===== src/rtl/aes_regs_pkg.sv =====
// Shared constants for the AES Avalon register slave: FSM states, register addresses, DONE bits.
// Latency: none, declarations only.
// Backpressure: none, declarations only.
package aes_regs_pkg;

  // Handshake FSM encoding
  localparam logic [1:0] ST_IDLE = 2'd0;
  localparam logic [1:0] ST_RUN  = 2'd1;
  localparam logic [1:0] ST_FIN  = 2'd2;

  // Word addresses of the register map
  localparam logic [3:0] ADDR_KEY0  = 4'd0;
  localparam logic [3:0] ADDR_ENC0  = 4'd4;
  localparam logic [3:0] ADDR_DEC0  = 4'd8;
  localparam logic [3:0] ADDR_START = 4'd14;
  localparam logic [3:0] ADDR_DONE  = 4'd15;

  // DONE register bit positions
  localparam int DONE_BIT_CMPL = 0;
  localparam int DONE_BIT_ERR  = 1;

  // Plaintext words and the DONE register are owned by the core side, not the bus.
  function automatic logic bus_writable(input logic [3:0] addr);
    return !(((addr >= ADDR_DEC0) && (addr <= (ADDR_DEC0 + 4'd3))) || (addr == ADDR_DONE));
  endfunction

endpackage


===== src/rtl/aes_handshake_fsm.sv =====
// Start/done handshake with the AES core plus the RUN timeout counter.
// Latency: IDLE->RUN one edge after start_bit is seen; completion strobes are combinational in RUN.
// Backpressure: none; the core is waited on up to TIMEOUT_CYCLES, then an error completion fires.
module aes_handshake_fsm
  import aes_regs_pkg::*;
#(
  parameter int TIMEOUT_CYCLES = 4096,
  parameter int CNT_W          = 13
) (
  input  logic       clk,
  input  logic       rst_n,
  input  logic       start_bit,
  input  logic       aes_done,
  output logic       aes_start,
  output logic       load_snapshot,
  output logic       capture_dec,
  output logic [1:0] set_done,
  output logic       clear_done
);

  logic [1:0]       state;
  logic [1:0]       state_nxt;
  logic [CNT_W-1:0] cnt;
  logic             timeout;

  // Last RUN cycle before the error completion is forced
  assign timeout   = (cnt == CNT_W'(TIMEOUT_CYCLES - 1));
  assign aes_start = (state == ST_RUN);

  // Next state and the one-cycle strobes towards the register file
  always_comb begin
    state_nxt     = state;
    load_snapshot = 1'b0;
    capture_dec   = 1'b0;
    set_done      = 2'b00;
    clear_done    = 1'b0;
    case (state)
      ST_IDLE: begin
        if (start_bit) begin
          load_snapshot = 1'b1;
          state_nxt     = ST_RUN;
        end
      end
      ST_RUN: begin
        // A completion from the core wins over a coincident timeout
        if (aes_done) begin
          capture_dec             = 1'b1;
          set_done[DONE_BIT_CMPL] = 1'b1;
          state_nxt               = ST_FIN;
        end else if (timeout) begin
          set_done[DONE_BIT_CMPL] = 1'b1;
          set_done[DONE_BIT_ERR]  = 1'b1;
          state_nxt               = ST_FIN;
        end
      end
      ST_FIN: begin
        // Software must drop START before another run can begin
        if (!start_bit) begin
          clear_done = 1'b1;
          state_nxt  = ST_IDLE;
        end
      end
      default: state_nxt = ST_IDLE;
    endcase
  end

  // State register
  always_ff @(posedge clk or negedge rst_n) begin
    if (!rst_n) begin
      state <= ST_IDLE;
    end else begin
      state <= state_nxt;
    end
  end

  // Timeout counter: cleared on entry to RUN, counts every RUN cycle
  always_ff @(posedge clk or negedge rst_n) begin
    if (!rst_n) begin
      cnt <= '0;
    end else if (load_snapshot) begin
      cnt <= '0;
    end else if (state == ST_RUN) begin
      cnt <= cnt + CNT_W'(1);
    end
  end

endmodule


===== src/rtl/avalon_aes_slave_regs.sv =====
// Avalon-MM register file between the Nios II master and the AES decrypt core, with hex export.
// Latency: reads return one cycle after the strobe; writes land at the next edge.
// Backpressure: none; the slave never stalls, fixed read latency 1 and no waitrequest.
module avalon_aes_slave_regs
  import aes_regs_pkg::*;
#(
  parameter int TIMEOUT_CYCLES = 4096,
  parameter int CNT_W          = 13
) (
  input  logic         clk_clk,
  input  logic         reset_reset_n,
  input  logic [3:0]   avs_address,
  input  logic         avs_chipselect,
  input  logic         avs_read,
  input  logic         avs_write,
  input  logic [3:0]   avs_byteenable,
  input  logic [31:0]  avs_writedata,
  output logic [31:0]  avs_readdata,
  output logic [127:0] aes_key,
  output logic [127:0] aes_msg_enc,
  output logic         aes_start,
  input  logic         aes_done,
  input  logic [127:0] aes_msg_dec,
  output logic [31:0]  export_data
);

  logic [31:0] regs [16];
  logic        load_snapshot;
  logic        capture_dec;
  logic [1:0]  set_done;
  logic        clear_done;

  aes_handshake_fsm #(
    .TIMEOUT_CYCLES (TIMEOUT_CYCLES),
    .CNT_W          (CNT_W)
  ) u_fsm (
    .clk           (clk_clk),
    .rst_n         (reset_reset_n),
    .start_bit     (regs[ADDR_START][0]),
    .aes_done      (aes_done),
    .aes_start     (aes_start),
    .load_snapshot (load_snapshot),
    .capture_dec   (capture_dec),
    .set_done      (set_done),
    .clear_done    (clear_done)
  );

  assign export_data = {regs[ADDR_KEY0][31:16], regs[ADDR_KEY0 + 4'd3][15:0]};

  // Register file: byte-masked bus writes, then core-side updates of plaintext and DONE
  always_ff @(posedge clk_clk or negedge reset_reset_n) begin
    if (!reset_reset_n) begin
      for (int i = 0; i < 16; i++) begin
        regs[i] <= '0;
      end
    end else begin
      if (avs_chipselect && avs_write && bus_writable(avs_address)) begin
        for (int b = 0; b < 4; b++) begin
          if (avs_byteenable[b]) begin
            regs[avs_address][8*b +: 8] <= avs_writedata[8*b +: 8];
          end
        end
      end
      if (load_snapshot) begin
        for (int i = 0; i < 4; i++) begin
          regs[ADDR_DEC0 + 4'(i)] <= '0;
        end
      end
      // Most significant plaintext word lands in the lowest address
      if (capture_dec) begin
        for (int i = 0; i < 4; i++) begin
          regs[ADDR_DEC0 + 4'(i)] <= aes_msg_dec[127 - 32*i -: 32];
        end
      end
      if (set_done != 2'b00) begin
        regs[ADDR_DONE] <= {30'd0, set_done};
      end
      if (clear_done) begin
        regs[ADDR_DONE] <= '0;
      end
    end
  end

  // Read port: registered, holds the last value when not strobed
  always_ff @(posedge clk_clk or negedge reset_reset_n) begin
    if (!reset_reset_n) begin
      avs_readdata <= '0;
    end else if (avs_chipselect && avs_read) begin
      avs_readdata <= regs[avs_address];
    end
  end

  // Key and ciphertext are frozen at the start of a run so bus writes cannot disturb the core
  always_ff @(posedge clk_clk or negedge reset_reset_n) begin
    if (!reset_reset_n) begin
      aes_key     <= '0;
      aes_msg_enc <= '0;
    end else if (load_snapshot) begin
      aes_key     <= {regs[ADDR_KEY0], regs[ADDR_KEY0 + 4'd1],
                      regs[ADDR_KEY0 + 4'd2], regs[ADDR_KEY0 + 4'd3]};
      aes_msg_enc <= {regs[ADDR_ENC0], regs[ADDR_ENC0 + 4'd1],
                      regs[ADDR_ENC0 + 4'd2], regs[ADDR_ENC0 + 4'd3]};
    end
  end

endmodule


===== config.mk =====
export PLATFORM = sky130hd
export DESIGN_NAME = avalon_aes_slave_regs
export DESIGN_NICKNAME = d
export VERILOG_FILES = /design/src/rtl/aes_regs_pkg.sv /design/src/rtl/aes_handshake_fsm.sv /design/src/rtl/avalon_aes_slave_regs.sv
export SDC_FILE = /design/constraint.sdc
export NUM_CORES = 1
export LEC_CHECK = 0
export CORE_ASPECT_RATIO = 1.1
export CORE_MARGIN = 1.5
export CORE_UTILIZATION = 55
export DETAILED_ROUTE_END_ITERATION = 10
export PLACE_DENSITY = 0.91
export SLEW_MARGIN = 20
export SYNTH_ARGS = -nofsm -noshare
export SYNTH_HDL_FRONTEND = slang
export SYNTH_HIERARCHICAL = 1
export SYNTH_SLANG_ARGS = --single-unit

===== constraint.sdc =====
create_clock -name clk_clk -period 3.2 [get_ports clk_clk]
set_input_delay 0.32 -clock clk_clk [delete_from_list [all_inputs] [get_ports clk_clk]]
set_output_delay 0.32 -clock clk_clk [all_outputs]
set_load 0.01 [all_outputs]

---- After elaboration in Yosys (flattened, before gate mapping) ----
Cells that the tools add are included.
cells by class
  $add $sub $neg .......................... 1
  shifts and indexed selects .............. 0
  reductions and logical operators ........ 13
  order comparisons ....................... 4
  $mul .................................... 0
  equality and inequality tests ........... 7
  div/mod/pow operators ................... 0
  mux-type cells .......................... 44
  bitwise operators ....................... 1
operators by type and width
  cell                                                      number
  two-way mux 512 bit                                       7
  bitwise mux 512 bit                                       4
  demux 32 bit (select 4 bit)                               4
  two-way mux 128 bit                                       2
  two-way mux 256 bit                                       1
  two-way mux 32 bit                                        5
  binary-select mux 32 bit (select 4 bit)                   1
  two-way mux 13 bit                                        2
  two-way mux 24 bit                                        1
  two-way mux 16 bit                                        1
  adder 13 x 1 -> 13 bit, second input constant             1
  equality test 13 x 12 -> 1 bit, second input constant     1
  two-way mux 2 bit                                         6
  two-way mux 1 bit                                         8
  two-way mux 8 bit                                         1
  one-hot mux 2 bit (3 select lines)                        1
  nonzero test 3 bit                                        2
  greater-or-equal comparator 5 bit, second input constant  1
  logical AND 1 bit                                         5
  < comparator 5 x 1 -> 1 bit, second input constant        1
  NOT 4 -> 5 bit                                            1
  equality test 4 bit, second input constant                1
  greater-or-equal comparator 4 bit, second input constant  1
  <= comparator 4 bit, second input constant                1
  9 further kinds                                           11
word-level totals
  register bits ........................... 815
  memories kept ........................... 0
  logic and storage cells ................. 91
  ROM bits ................................ 0
  latch bits .............................. 0
  RAM bits ................................ 0

---- Depth between registers and ports, before layout ----
Gate-level depths: netlist of run 1.
  depth after elaboration ................. 19
  depth in mapped cells ................... 8
  depth with buffers taken out ............ 7

---- Modules after synthesis ----
Netlist of run 1, hierarchy kept.
modules (own cells, without submodules)
  module                 seq. area each (µm²)  times used  cells an instance  area each (µm²)
  avalon_aes_slave_regs  20019.2               1           2295               33648.5
  aes_handshake_fsm      375.4                 1           80                 808.3

---- Worst setup path before layout of run 1 ----
No wires, ideal clock.
  kind .................................... flip-flop to flip-flop
  from .................................... register u_fsm.state[0]
  to ...................................... register aes_msg_enc[27]
  stages on the path, launching flop included .. 7
  path slack .............................. 965 ps
  period minus slack after synthesis ...... 2235 ps
  path buffers ............................ 3
  required time ........................... 3075 ps
  arrival ................................. 2110 ps
  cells stage by stage .................... dfrtp_1 -> or3b_4 -> inv_1 -> clkbuf_1 -> buf_1 -> clkbuf_1 -> mux2_2
between the ends
  longest elaborated chain between the ends .. 2
ends and longest elaborated chain
  element                   line                          source
  start: declaration        aes_handshake_fsm.sv:21       logic [1:0] state;
  start signal: assignment  aes_handshake_fsm.sv:72       state <= state_nxt;
  zero test 2 bit           aes_handshake_fsm.sv:37       case (state)
  two-way mux 1 bit         aes_handshake_fsm.sv:37
  net load_snapshot         avalon_aes_slave_regs.sv:28   logic load_snapshot;
  end signal: assignment    avalon_aes_slave_regs.sv:101  aes_msg_enc <= {regs[ADDR_ENC0], regs[ADDR_ENC0 + 4'd1],
  end: declaration          avalon_aes_slave_regs.sv:20   output logic [127:0] aes_msg_enc,
The timed path passes the listed nets, and every way through them passes these cells.
A chain may end at the register's enable or synchronous reset.

---- Worst setup path in the final report of run 1 ----
  from .................................... register u_fsm.state[1]
  to ...................................... output port aes_start
between the ends
  longest elaborated chain between the ends .. 1
ends and longest elaborated chain
  element                       line                         source
  equality test 2 x 1 -> 1 bit  aes_handshake_fsm.sv:28      assign aes_start = (state == ST_RUN);
  end: declaration              avalon_aes_slave_regs.sv:21  output logic aes_start,
Every way passes these cells.

==> results of run 1 <==
## worst max path at each step
stage,endpoint,slack [ns],cells after the start
floorplan,aes_msg_enc[27],0.97,6
global placement,regs[367],0.41,5
detailed placement,regs[360],0.43,5
CTS,aes_start,0.65,3
global route,aes_start,0.56,3
finish,aes_start,0.66,3
## layer usage
metal	up-vias	GRT usage, %	wire length (um)
li1	9596	-	-
met1	12100	43.2	42000
met2	1126	48.9	47500
met3	265	6.79	8240
met4	4	16.0	5020
met5	-	0	25
## stage by stage
step                std cells  hold slack (ns)
finish                   3717            0.310
global placement         3564            0.452
detailed placement       3564            0.459
CTS                      3711            0.279
global route             3716            0.307
floorplan                2375           0.0244
## worst max-delay path: cells and delay by family (launching register included)
kind,cells,cell delay (ns)
and+or+nand+nor,1,0.34
buffers and inverters,2,0.83
DFF,1,0.42
## flip-flops by register name, summed over array words and instances (netlist names)
name,flops
u_fsm/cnt,13
export_data,32
regs,480
u_fsm/state,2
aes_msg_enc,128
avs_readdata,32
aes_key,128
## placed cells by master, fill, tap and decap left out, types with 4 or more instances in the layout
cell / n
nand4_1: 4
clkinv_2: 8
a22o_1: 128
nand2_1: 33
clkbuf_16: 84
nor2_8: 10
nor3_1: 4
mux4_2: 32
nand3b_1: 4
nand3_1: 12
buf_12: 16
mux2_4: 8
a31oi_1: 33
clkdlybuf4s50_1: 489
and2_1: 30
buf_4: 47
clkinvlp_4: 5
o22ai_1: 64
mux2_2: 598
mux2i_1: 197
clkbuf_1: 14
a221oi_1: 32
diode_2: 6
bufinv_16: 8
clkbuf_8: 20
dfrtp_1: 815
nor2_2: 18
nor2_1: 69
nand3_2: 4
o21ai_0: 35
## what timing repair did
item,in CTS,in global routing
hold endpoints to repair,72,0
buffers inserted,0,0
gates resized for setup,0,0
hold buffers,1,0
## logic make-up (layout without fill, tap and decap cells)
| group | count (synthesis) | after routing | synth area share (%) |
|---|---|---|---|
| AO/OA/AOI/OAI | 305 | 305 | 6.62 |
| adder cells (fa/ha/maj) | 1 | 1 | 0.0363 |
| buffers and inverters | 204 | 707 | 2.75 |
| flip-flops | 815 | 815 | 59.2 |
| multiplexers | 838 | 838 | 27.8 |
| other | 0 | 6 | 0 |
| AND/OR/NAND/NOR | 212 | 212 | 3.59 |
## area by class of cell
type	instances	area, sq um
Antenna cell	6	15.0
Clock buffer	118	2430
Clock inverter	28	402
Fill cell	4081	19100
Inverter	3	18.8
Multi-Input combinational cell	1356	13100
Sequential cell	815	20400
Tap cell	833	1040
Timing Repair Buffer	558	5630
## power groups by stage
stage / clock, W / sequential, W / combinational (W)
after CTS: 0.0102 / 0.0147 / 0.00872
after floorplan: 0 / 0.0148 / 0.00366
after detailed placement: 0 / 0.0148 / 0.00860
after global routing: 0.0106 / 0.0150 / 0.00918
after global placement: 0 / 0.0146 / 0.00832
final: 0.0100 / 0.0148 / 0.00870
==> flow_summary.json, run 1 <==
{
  "drive_gt1_share_pct": 30.6,
  "synth.area.top_cells": "dfrtp_1 (59%), mux2_2 (20%), mux2i_1 (5.7%)",
  "drt-initial-drc-count": 1906,
  "r2r_cells": 4,
  "drc": 0,
  "skew_ns": 0.0249,
  "min_path_cells": 2,
  "synth.most_common_cell": "dfrtp_1",
  "dp_hpwl_um": 71200,
  "holdPathEnd": "regs[206]",
  "r2r_start": "u_fsm/state[0]",
  "period_minus_slack_ns": 2.54,
  "relSlewSlack_pct": 31.2,
  "crit_type": "flip-flop to output port",
  "die-area_sq_um": 64200,
  "worst-slew-pin-transition_ns": 1.03,
  "initial_core_util_pct": 55.4,
  "r2r_slack_ns": 0.93,
  "cp.required_ns": 2.88,
  "synthesis.nets": 2550,
  "cp_cell_sequence": "nand2b_1 -> inv_2 -> clkdlybuf4s50_1",
  "yosysTopAreaCell": "dfrtp_1",
  "rsz0062_at_grt": "no",
  "critPathCaptureType": "output port",
  "grt_pass1_wl_um": 155000,
  "grt_use_total_pct": 31.9,
  "grt_max_degree": 129,
  "synth_edf_count": 0,
  "synth_top_area_share_pct": 59.2,
  "status": "complete, no violations",
  "postSynthAreaPerCell_sq_um": 14.5,
  "detail-route-antenna-nets": 0,
  "power.share.combinational_pct": 26.0,
  "power_frac_seq_pct": 44.0,
  "firstDrtPassIters": 6,
  "finalCritPeriodShare_pct": 79.4,
  "cts_tree": "built",
  "hold_viol": 0,
  "cts_sinks": 815,
  "timing.setup.tns_ns": 0,
  "post_dp_cell_area_sq_um": 40200,
  "pwr-share-clk_pct": 30.0,
  "ys_types": 50,
  "slew_violations": 0,
  "setup_violations": 0,
  "grt_overflow": 0,
  "cp_max_fo": 10,
  "wire_per_inst_um": 27.7,
  "holdCritPathClass": "input port to flip-flop",
  "yosys-top-cells-count": "dfrtp_1 (815), mux2_2 (598), mux2i_1 (197), a22o_1 (128), clkbuf_1 (123)",
  "swShare_pct": 29.3,
  "p_leak_nw": 20.1,
  "synth_ff_type": "dfrtp_1",
  "fmax_mhz": 394,
  "clk_pin_slew_worst_paths_ns": 0.06,
  "fin_ws_ns": 0.660,
  "p_total_w": 0.0335,
  "drv_cap": 0,
  "powerDensity_nw_per_um2": 778,
  "slowest_delay_ns": 0.59,
  "coreArea_sq_um": 62200,
  "gp_congestion": 0.920,
  "syn_inst": 2375,
  "pin_count": 495,
  "final_area_sq_um": 43100,
  "via_count": 23100,
  "final_util_pct": 69.2,
  "critPathSlowestCell": "clkdlybuf4s50_1",
  "ys_ff_latch": 815,
  "rows": 96,
  "ctsRootBufferMaster": "clkbuf_16",
  "cts_buffer_depth": 3,
  "syn2layout_area_growth_pct": 25.0,
  "async_flop_share_pct": 100,
  "yosys_warnings": 6,
  "portBuffers": 494,
  "insertion_delay_ns": 0.63,
  "pre_cts_ws_ns": 0.425,
  "cp.arrival_ns": 2.22,
  "first_global_vias": 24500,
  "cts_inserted_buffers": 82,
  "die_w_um": 242,
  "synth_area_sq_um": 34500,
  "antenna_found_initial": 8,
  "hp-start": "aes_msg_dec[78]",
  "rr_endpoint": "aes_key[110]",
  "avgViaCountPerCell": 6.22,
  "yosysSeqAreaShare_pct": 59.2,
  "intPower_w": 0.0237,
  "p_sw_w": 0.00982,
  "totalWireLength_um": 103000,
  "die_h_um": 266,
  "htree_num_levels": 3,
  "critPathLaunchType": "flip-flop",
  "cp-startpoint": "u_fsm/state[1]",
  "ir_drop_mv": 0.562,
  "nets": 2991
}
(Power assumes the default switching activity.)
==> run 2: changes to the inputs <==
==> constraint.sdc (replaced) <==
create_clock -name clk_clk -period 2.46 [get_ports clk_clk]
set_input_delay 0.246 -clock clk_clk [delete_from_list [all_inputs] [get_ports clk_clk]]
set_output_delay 0.246 -clock clk_clk [all_outputs]
set_load 0.01 [all_outputs]
==> run 2 against run 1 <==
Effect of this change: first-iteration DRC count rose by 6.8%; critical path depth up 2; power up 31%; design area rose by 0.96%; clock power rose by 34%; count of clock-buffer cells in the layout fell by 2; highest routed layer unchanged; combinational power up 30%; routed wire length grew 1.1%; critical endpoint is now aes_msg_enc[56].
==> flow_summary.json, run 2 (synthesis gave the netlist of run 1 again) <==
{
  "gp_congestion": 0.886,
  "r2r_cells": 5,
  "syn2layout_area_growth_pct": 26.2,
  "worst-slew-pin-transition_ns": 0.913,
  "cp-startpoint": "u_fsm/state[0]",
  "firstDrtPassIters": 5,
  "rows": 96,
  "critPathLaunchType": "flip-flop",
  "largest_register_ff_count": 480,
  "setup_violations": 0,
  "post_dp_cell_area_sq_um": 40500,
  "period_minus_slack_ns": 2.14,
  "power_frac_seq_pct": 43.8,
  "cpMostUsedCell": "buf_12",
  "p_sw_w": 0.0129,
  "wire_per_inst_um": 27.6,
  "rsz0062_at_grt": "no",
  "cts_inserted_buffers": 83,
  "pin_count": 495,
  "path_buf_inv": 3,
  "slew_violations": 0,
  "coreArea_sq_um": 62200,
  "holdCritPathClass": "input port to async pin",
  "layout_common_cells": "dfrtp_1 (815), mux2_2 (598), clkdlybuf4s50_1 (488)",
  "via_count": 23300,
  "cts_sinks": 815,
  "cp_max_fo": 38,
  "powerDensity_nw_per_um2": 1010,
  "dp_hpwl_um": 71600,
  "initial_core_util_pct": 55.4,
  "fmax_mhz": 467,
  "power.share.combinational_pct": 25.8,
  "detail-route-antenna-nets": 0,
  "finalCritPeriodShare_pct": 87.0,
  "htree_num_levels": 3,
  "drt-initial-drc-count": 2036,
  "n_fill_cell": 4022,
  "r2r_slack_ns": 0.32,
  "hold_viol": 0,
  "grt_overflow": 0,
  "met1_usage_pct": 42.1,
  "antenna_found_initial": 7,
  "grt_pass1_wl_um": 157000,
  "insertion_delay_ns": 0.63,
  "cts_buffer_depth": 3,
  "rr_endpoint": "aes_msg_enc[56]",
  "clk_pin_slew_worst_paths_ns": 0.06,
  "ir_drop_mv": 0.767,
  "portBuffers": 494,
  "cp.arrival_ns": 2.65,
  "met2_usage_pct": 50.6,
  "pwr-share-clk_pct": 30.4,
  "first_global_vias": 24900,
  "crit_type": "flip-flop to flip-flop",
  "crit_end": "aes_msg_enc[56]",
  "timing.setup.tns_ns": 0,
  "slowest_delay_ns": 0.54,
  "cts_tree": "built",
  "skew_ns": 0.0258,
  "grt_use_met3_pct": 7.98,
  "avgViaCountPerCell": 6.19,
  "status": "complete, no violations",
  "r2r_start": "u_fsm/state[0]",
  "top_register": "regs",
  "grt_max_degree": 129,
  "critPathCaptureType": "flip-flop",
  "cp.required_ns": 2.97,
  "final_common_cell": "dfrtp_1",
  "nets": 3031,
  "p_leak_nw": 20.4,
  "die-area_sq_um": 64200,
  "relSlewSlack_pct": 39.1,
  "crit_family": "buffers and inverters",
  "ctsRootBufferMaster": "clkbuf_16",
  "drive_gt1_share_pct": 31.9,
  "grt_use_total_pct": 32.2,
  "busiest_layer": "met2",
  "cp_cell_sequence": "or3b_4 -> inv_8 -> buf_12 -> buf_12 -> mux2_2",
  "totalWireLength_um": 104000,
  "final_area_sq_um": 43500,
  "die_w_um": 242,
  "critPathSlowestCell": "or3b_4",
  "swShare_pct": 29.3,
  "drc": 0,
  "intPower_w": 0.0310,
  "die_h_um": 266,
  "path_depth": 5,
  "drv_cap": 0,
  "reg.largest.list": "regs x480, aes_key x128, aes_msg_enc x128"
}
## run 2: cell types whose count changed in the layout (fill, tap and decap cells not counted), moves of 3 or more
cell / before / now
buf_4: 47 / 83
clkbuf_1: 14 / 9
clkbuf_8: 20 / 24
buf_12: 16 / 19
diode_2: 6 / 3
inv_6: 3 / 6
## run 2: per-layer routing
metal	vias up	routed length (um)	part of all wire (%)
met3	268	8420	8.1
met1	12200	41700	40
met2	1154	48700	47
met4	4	5100	4.9
met5	-	24	0.023
li1	9674	-	-
## run 2: repair_timing
item,in CTS,in global routing
gates resized for setup,1,1
endpoints found under the hold margin,39,0
hold buffers,1,0
buffers inserted,0,0
gates cloned,0,0
endpoints found under the setup margin,1,1
## run 2: cell type report
type | count | area, sq um | area share [%]
sequential | 815 | 20400 | 46.9
clock buffer | 116 | 2440 | 5.61
inverter | 3 | 18.8 | 0.0432
timing repair buffer | 597 | 5960 | 13.7
tap | 833 | 1040 | 2.40
clock inverter | 36 | 477 | 1.10
multi-input combinational | 1356 | 13100 | 30.2
antenna | 3 | 7.51 | 0.0173
## run 2: how the worst min path moves through the flow
| stage | end | depth (start not counted) | start | slack (ns) |
|---|---|---|---|---|
| final | regs[100] | 2 | reset_reset_n | 0.23 |
| after floorplan | aes_key[0] | 0 | reset_reset_n | -0.05 |
| after global routing | avs_readdata[13] | 3 | avs_address[0] | 0.18 |
| after CTS | avs_readdata[13] | 3 | avs_address[0] | 0.16 |
| after detailed placement | regs[98] | 1 | reset_reset_n | 0.27 |
| after global placement | regs[99] | 1 | reset_reset_n | 0.26 |
## run 2: power groups by stage
stage	clock network, W	logic (W)	registers (W)
after floorplan	0	0.00476	0.0192
after global placement	0	0.0108	0.0190
after detailed placement	0	0.0112	0.0193
after CTS	0.0135	0.0114	0.0191
after global routing	0.0140	0.0119	0.0195
final	0.0134	0.0113	0.0192
## run 2: per-stage QoR
stage	power (W)	std cells	utilization [%]	hold WS, ns	worst slack [ns]
final	0.0439	3759	69.9	0.227	0.319
after global routing	0.0455	3759	69.9	0.181	0.283
after CTS	0.0440	3756	69.9	0.156	0.0705
after detailed placement	0.0305	3603	65.2	0.274	0.101
after global placement	0.0298	3603	65.2	0.263	0.0989
after floorplan	0.0240	2375	-	-0.0496	0.225
==> run 3: changes to the inputs <==
--- a/config.mk
+++ b/config.mk
@@ -7,9 +7,9 @@
 export LEC_CHECK = 0
 export CORE_ASPECT_RATIO = 1.1
 export CORE_MARGIN = 1.5
-export CORE_UTILIZATION = 55
+export CORE_UTILIZATION = 50
 export DETAILED_ROUTE_END_ITERATION = 10
-export PLACE_DENSITY = 0.91
+export PLACE_DENSITY = 0.85
 export SLEW_MARGIN = 20
 export SYNTH_ARGS = -nofsm -noshare
 export SYNTH_HDL_FRONTEND = slang
==> run 3 against run 2 <==
Effect of this change: via count shrank 1.4%; global-route usage fell by 3.0 points; cell count grew 2.5%.
==> flow_summary.json, run 3 (synthesis gave the netlist of run 1 again) <==
{
  "status": "complete, no violations",
  "pwr-share-clk_pct": 29.7,
  "drive_gt1_share_pct": 31.6,
  "hold_ws_ns": 0.138,
  "critPathLaunchType": "flip-flop",
  "slew_violations": 0,
  "timing.setup.tns_ns": 0,
  "layout_common_cells": "dfrtp_1 (815), mux2_2 (598), clkdlybuf4s50_1 (488)",
  "first_global_vias": 24500,
  "p_leak_nw": 20.4,
  "totalWireLength_um": 103000,
  "htree_num_levels": 3,
  "drt-initial-drc-count": 2038,
  "reg.largest.list": "regs x480, aes_key x128, aes_msg_enc x128",
  "insertion_delay_ns": 0.64,
  "p_total_w": 0.0433,
  "syn2layout_area_growth_pct": 26.8,
  "worst-slew-pin-transition_ns": 0.808,
  "die_h_um": 278,
  "initial_core_util_pct": 50.7,
  "swShare_pct": 29.4,
  "p_sw_w": 0.0127,
  "multi_input_area_sq_um": 13100,
  "pin_count": 495,
  "coreArea_sq_um": 67900,
  "cp_max_fo": 128,
  "cts_tree": "built",
  "holdCritPathClass": "input port to async pin",
  "grt_use_total_pct": 29.3,
  "critPathCaptureType": "flip-flop",
  "cts_buffer_depth": 3,
  "grt_overflow": 0,
  "r2r_slack_ns": 0.25,
  "setup_violations": 0,
  "grt_max_degree": 129,
  "n_fill_cell": 4757,
  "drv_cap": 0,
  "ir_drop_mv": 0.692,
  "via_count": 22900,
  "finalCritPeriodShare_pct": 89.9,
  "rows": 100,
  "relSlewSlack_pct": 46.2,
  "power.share.combinational_pct": 25.9,
  "clk_pin_slew_worst_paths_ns": 0.06,
  "antenna_found_initial": 9,
  "firstDrtPassIters": 5,
  "hold_viol": 0,
  "top_register": "regs",
  "final_common_cell": "dfrtp_1",
  "period_minus_slack_ns": 2.21,
  "cp.arrival_ns": 2.71,
  "crit_type": "flip-flop to flip-flop",
  "gp_congestion": 0.894,
  "grt_pass1_wl_um": 155000,
  "wire_per_inst_um": 26.6,
  "regArea_sq_um": 20400,
  "drc": 0,
  "die-area_sq_um": 70500,
  "intPower_w": 0.0306,
  "nets": 3039,
  "cts_inserted_buffers": 83,
  "dp_hpwl_um": 72400,
  "power_frac_seq_pct": 44.4,
  "fmax_mhz": 452,
  "rsz0062_at_grt": "no",
  "cp.required_ns": 2.96,
  "detail-route-antenna-nets": 0,
  "cts_sinks": 815,
  "skew_ns": 0.0208,
  "ctsRootBufferMaster": "clkbuf_16",
  "avgViaCountPerCell": 5.95,
  "die_w_um": 253,
  "portBuffers": 494,
  "largest_register_ff_count": 480,
  "powerDensity_nw_per_um2": 991
}
==> run 3: metal layers <==
| metal | vias to the layer above | track usage (%) | part of all wire (%) |
|---|---|---|---|
| met5 | - | 0 | 0.026 |
| met4 | 4 | 13.2 | 4.4 |
| met3 | 220 | 6.32 | 7.3 |
| met2 | 978 | 44.6 | 46 |
| met1 | 12100 | 40.4 | 42 |
| li1 | 9688 | - | - |
==> run 3: timing repair <==
action / CTS / global route
endpoints found under the setup margin: 1 / 1
gates cloned: 0 / 0
setup buffers: 0 / 0
resized for setup: 1 / 1
endpoints found under the hold margin: 52 / 0
pin swaps: 0 / 0
hold buffers: 1 / 0
==> run 3: cell type report <==
type,count,area share (%)
Timing Repair Buffer,605,14.2
Clock inverter,27,0.862
Clock buffer,125,5.53
Multi-Input combinational cell,1356,30.1
Antenna cell,5,0.0286
Inverter,3,0.0430
Sequential cell,815,46.7
Tap cell,918,2.63
==> run 3: per-stage QoR <==
stage / util, % / worst slack [ns] / std cells / instance area [sq um]
after detailed placement: 60.2 / -0.0734 / 3696 / 40900
final: 64.3 / 0.249 / 3854 / 43700
after floorplan: - / 0.225 / 2375 / 34500
after CTS: 64.3 / 0.0554 / 3849 / 43700
after global placement: 60.2 / -0.0211 / 3696 / 40900
after global routing: 64.3 / 0.187 / 3854 / 43700
==> run 3: path summary, 6_finish.rpt <==
path,end,startpoint,cells past startpoint
setup / recovery,regs[147],u_fsm/state[0],6
hold / removal,aes_msg_enc[39],reset_reset_n,2
setup reg to reg,regs[147],u_fsm/state[0],6
hold reg to reg,regs[17],regs[17],1
max in group asynchronous,regs[169],reset_reset_n,3
min in group clk_clk,regs[150],aes_msg_dec[22],2
==> run 3: critical path: stages, from the launching register on <==
cell	delay [ns]
dfrtp_1	0.46
or3b_4	0.54
inv_8	0.17
buf_12	0.24
nor2_4	0.06
buf_12	0.25
a22o_1	0.31
==> run 3: power groups by stage <==
| stage | combinational, W | clock, W | sequential (W) |
|---|---|---|---|
| floorplan | 0.00476 | 0 | 0.0192 |
| detailed placement | 0.0111 | 0 | 0.0193 |
| global route | 0.0119 | 0.0136 | 0.0195 |
| CTS | 0.0113 | 0.0131 | 0.0192 |
| global placement | 0.0108 | 0 | 0.0191 |
| finish | 0.0112 | 0.0129 | 0.0192 |
